## src/rtl/boundary_scan_register.sv

```systemverilog
// JTAG boundary-scan data register: N_IN input cells and N_OUT output cells,
// each a capture/shift flop plus an update flop, with a 1-bit bypass path.
module boundary_scan_register #(
  parameter int unsigned N_IN  = 34,
  parameter int unsigned N_OUT = 17
) (
  input  logic             TCK,
  input  logic             TRST,
  input  logic             TDI,
  input  logic             CaptureDR,
  input  logic             ShiftDR,
  input  logic             UpdateDR,
  input  logic [1:0]       Mode,
  input  logic [N_IN-1:0]  sys_in,
  output logic [N_IN-1:0]  core_in,
  input  logic [N_OUT-1:0] core_out,
  output logic [N_OUT-1:0] sys_out,
  output logic             TDO
);

  localparam int unsigned L = N_IN + N_OUT;

  localparam logic [1:0] ModeNormal = 2'b00;
  localparam logic [1:0] ModeExtest = 2'b01;
  localparam logic [1:0] ModeIntest = 2'b10;
  localparam logic [1:0] ModeBypass = 2'b11;

  logic [L-1:0] sh_q, sh_d;
  logic [L-1:0] up_q, up_d;
  logic         byp_q, byp_d;

  logic is_bypass;
  logic is_extest;
  logic is_intest;

  assign is_bypass = (Mode == ModeBypass);
  assign is_extest = (Mode == ModeExtest);
  assign is_intest = (Mode == ModeIntest);

  // Capture/shift stage; frozen while bypassed so a mode excursion resumes cleanly.
  always_comb begin
    sh_d = sh_q;
    if (!is_bypass) begin
      if (CaptureDR) begin
        sh_d = {core_out, sys_in};
      end else if (ShiftDR) begin
        sh_d = {sh_q[L-2:0], TDI};
      end
    end
  end

  // Update stage holds in BYPASS so the pins stay clamped.
  always_comb begin
    up_d = up_q;
    if (UpdateDR && !is_bypass) begin
      up_d = sh_q;
    end
  end

  always_comb begin
    byp_d = byp_q;
    if (is_bypass) begin
      if (CaptureDR) begin
        byp_d = 1'b0;
      end else if (ShiftDR) begin
        byp_d = TDI;
      end
    end
  end

  always_ff @(posedge TCK or posedge TRST) begin
    if (TRST) begin
      sh_q  <= '0;
      up_q  <= '0;
      byp_q <= 1'b0;
    end else begin
      sh_q  <= sh_d;
      up_q  <= up_d;
      byp_q <= byp_d;
    end
  end

  // TDO comes only from flops, so there is no combinational TDI-to-TDO path.
  always_comb begin
    TDO = is_bypass ? byp_q : sh_q[L-1];
  end

  always_comb begin
    core_in = is_intest ? up_q[N_IN-1:0] : sys_in;
  end

  always_comb begin
    sys_out = (is_extest || is_bypass) ? up_q[L-1:N_IN] : core_out;
  end

  logic unused_mode;
  assign unused_mode = (Mode == ModeNormal);

endmodule

```

## config.mk

```make
export PLATFORM = sky130hd
export DESIGN_NAME = boundary_scan_register
export DESIGN_NICKNAME = d
export VERILOG_FILES = /design/src/rtl/boundary_scan_register.sv
export SDC_FILE = /design/constraint.sdc
export NUM_CORES = 1
export LEC_CHECK = 0
export ABC_CLOCK_PERIOD_IN_PS = 4059
export CAP_MARGIN = 40
export CELL_PAD_IN_SITES_DETAIL_PLACEMENT = 1
export CELL_PAD_IN_SITES_GLOBAL_PLACEMENT = 1
export CORE_ASPECT_RATIO = 0.7
export CORE_MARGIN = 2
export CORE_UTILIZATION = 42
export CTS_CLUSTER_SIZE = 30
export DETAILED_ROUTE_END_ITERATION = 10
export PLACE_DENSITY = 0.9
export SYNTH_ARGS = -nofsm -noshare
export SYNTH_HDL_FRONTEND = slang
export SYNTH_SLANG_ARGS = --single-unit
```

## constraint.sdc

```tcl
create_clock -name TCK -period 4.06 [get_ports TCK]
set_clock_uncertainty 0.2 [all_clocks]
set_input_delay 0.812 -clock TCK [delete_from_list [all_inputs] [get_ports TCK]]
set_output_delay 0.812 -clock TCK [all_outputs]
set_load 0.03 [all_outputs]
```

# After elaboration in Yosys (flattened, before gate mapping)
# Index checks and enable logic that the tools add are counted.
[classes] n_eq_ne=3 n_mux=7 n_bitwise=1 reduce_logical=6
[op_table] op="51-bit 2-to-1 mux" count=2
[op_table] op="34-bit 2-to-1 mux" count=1
[op_table] op="17-bit 2-to-1 mux" count=1
[op_table] op="2-bit == test (second input constant)" count=2
[op_table] op="2-bit AND reduction" count=2
[op_table] op="1-bit 2-to-1 mux" count=3
[op_table] op="2-bit by 1-bit == test with 1-bit output (second input constant)" count=1
[op_table] op="2-bit nonzero test" count=1
[op_table] op="1-bit logical AND" count=1
[op_table] op="1-bit logical NOT" count=1
[op_table] op="1-bit logical OR" count=1
[op_table] op="1-bit NOT" count=1
[totals] register_bits=103 in_bits=59 output_inout_bits=52 word_cells=20

# Logic depth before layout (Yosys ltp)
[logic_depth] word_depth=3 depth_mapped=5 ltp_nobuf=2

# Least setup slack after synthesis
# Ideal clock, no wire load.
[synth_path] path_kind="input to output" startpoint="in Mode[0]" endpoint="out core_in[23]" arrival_time_ns=1.778 t_required_ns=3.048 slack_ns=1.270 cell_stages=5 path_buffers=3 path_cell_list="clkbuf_2 nor2b_4 buf_6 buf_6 mux2_2"
[synth_between] elab_chain_len=2
[synth_rtl] element="start: declaration" line_no="13" rtl="input logic [1:0] Mode,"
[synth_rtl] element="2-bit == test" line_no="38" rtl="assign is_intest = (Mode == ModeIntest);"
[synth_rtl] element="34-bit 2-to-1 mux" line_no="89" rtl="core_in = is_intest ? up_q[N_IN-1:0] : sys_in;"
[synth_rtl] element="end: declaration" line_no="15" rtl="output logic [N_IN-1:0] core_in,"
# No other way between the ends.

# Final worst setup path
[layout_path] startpoint="in Mode[1]" endpoint="out core_in[11]"
# Same word-level chain as after synthesis.

==> results.ini <==
[run_status]
status=finished, final reports clean

[critical_path]
crit_required_ns=3.05
crit_type=in -> out
max_stage_delay_ns=0.60
cp.depth=5
slowest_stage=clkdlybuf4s50_1
crit_path_frequent_cell=clkdlybuf4s50_1
cp_cell_sequence=clkdlybuf4s50_1 -> nor2b_4 -> buf_12 -> mux2_2 -> clkdlybuf4s50_1
crit_path_max_fanout=34
r2r-end=sh_q[42]
cp-start-kind=input port
rr_startpoint=sh_q[41]
reg2reg_slack_ns=2.80
critPathArrivalTime_ns=2.69
worstSetupEndpointType=output pin
cp.buffers_inverters=3
critPathTopFamily=buffers and inverters
r2r_cells=2
crit_path_start=Mode[1]
crit_end=core_in[11]

[layout]
diodes=0
instances_no_fill=613
fin_nets=506
utilization_pct=54.40
layout_commonest_cell=mux2_2
most-common-layout-cells=mux2_2 (189), dfrtp_1 (103), clkdlybuf4s50_1 (101), buf_4 (16), mux2_4 (15)
drive_above_1_share_pct=53.88
area_growth_pct=27.14

[global_routing]
top_usage_layer=met2
grtUsageMet1_pct=23.68
use_met3_pct=4.218
grt_start_max_net_pins=69
antenna_found_initial=0
grt-ovfl-total=0
grt_pass1_vias=3606
grt_use_met2_pct=29.51
grtUsageTotal_pct=17.76
grt_pass1_wl_um=19290

[yosys]
synth-seq-cells=103
synth_fp_nets=400
synth_top_area_share_pct=48.67
synth.avg_cell_area_um2=15.53
ys_seq_area_share_pct=48.67
synthCells=341
yosys-top-cells-area=dfrtp_1 (49%), mux2_2 (40%), mux2_4 (4.3%)
yosysUniqueCellTypes=18
netlist_area_um2=5296
synth_top_cell_by_area=dfrtp_1
ys_warn_count=0

[drt]
wirelength_um=11360
vias=3177
route.detailed.drc=0
dr.first_iter.drc_count=114
postRouteAntennaNets=0
firstDrtPassIters=4
viasPerCell=5.183
wire_per_inst_um=18.54

[timing]
fin_crit_sh_pct=91.13
finalHoldViolCount=0
worst_pin_slew_ns=0.8414
final_max_slew_viol_count=0
fmax_mhz=270.3
relSlewSlack_pct=43.90
tns_ns=0
rsz0062_at_grt=no
finalSetupViolCount=0
worst_slack_ns=0.3603
fin_crit_ns=3.700

[placement]
gp_congestion=0.7448
dp_cells=598
dp_hpwl_um=7565
io_buffers=110
dp_worst_setup_slack_ns=0.3592

[floorplanning]
boundaryPins=111
die_height_um=97.96
fp.dieW_um=138.2
dieArea_um2=13540
start_util_pct=42.78
coreArea_um2=12380
row_count=34

[clocking]
cts_htree_levels=3
cts_resized=0
cts_inserted_buffers=9
path_clk_slew_ns=0.06
cts_num_sinks=103
cts.path.max_buffers=2
clock_latency_ns=0.34
root_buffer=clkbuf_16
hold_buffers=0
cts_tree=done
post_cts.repair.setup_buffers=0

[pwr]
seqPwrFrac_pct=43.2
p_leak_uw=0.002759
pwr-share-clk_pct=27.8
p_sw_share_pct=28.11
p_comb_share_pct=29.0
p_sw_uw=960.4
powerDensity_nw_per_um2=507.3
vdd_drop_max_uv=230.9
power.internal_uw=2456

[min_path]
hp-class=reg -> reg
min_path_cells=1

[run]
drv_cap=0

-- registers in the layout (all words and copies together), names as in the netlist --
signal,count
sh_q,51
up_q,51
byp_q,1
-- stage by stage --
stage	cell area (um^2)	power, uW	hold WS [ns]
finish	6734	3416	0.2909
detailed placement	6402	2488	0.2868
CTS	6734	3463	0.2975
floorplan	5296	2141	0.2522
global placement	6402	2435	0.2678
global route	6734	3591	0.3246
-- synth_stat cells (all sizes together) --
cell type and n:
mux2 205, dfrtp 103, buf 18, clkbuf 6
a21bo 1, a21boi 1, a2bb2oi 1, inv 1
nand2 1, nand4 1, nor2b 1, o211ai 1
or3b 1
-- cell families after synthesis --
| family | share of synthesized area [%] |
|---|---|
| simple gates | 0.6142 |
| mux | 44.65 |
| flops | 48.67 |
| compound gates | 1.181 |
| buf+inv | 4.890 |
-- worst min path at each step --
stage / startpoint / end / slack (ns)
after floorplan: up_q[49] / up_q[49] / 0.25
after global placement: up_q[49] / up_q[49] / 0.27
after detailed placement: up_q[49] / up_q[49] / 0.29
after CTS: up_q[49] / up_q[49] / 0.30
after global routing: up_q[45] / up_q[45] / 0.32
final: up_q[49] / up_q[49] / 0.29
-- power by group through the flow --
stage	Combinational (uW)	Clock, uW	Sequential [uW]
after CTS	1010	979	1480
after global placement	962	0	1470
final	990	950	1480
after detailed placement	993	0	1500
after floorplan	720	0	1420
after global routing	1060	1010	1520
-- routing by layer --
| layer | vias to the layer above | share of wire [%] |
|---|---|---|
| met4 | 0 | 0.99 |
| met3 | 12 | 4.0 |
| met1 | 1635 | 47 |
| met5 | - | 0 |
| li1 | 1456 | - |
| met2 | 74 | 48 |
-- final cells by class --
cell class / count / area, um^2
Clock inverter: 3 / 65.06
Multi-Input combinational cell: 213 / 2460
Sequential cell: 103 / 2577
Inverter: 1 / 6.256
Fill cell: 1179 / 5645
Timing Repair Buffer: 119 / 1156
Tap cell: 162 / 202.7
Clock buffer: 12 / 266.5
Power figures use the tool's default switching activity.
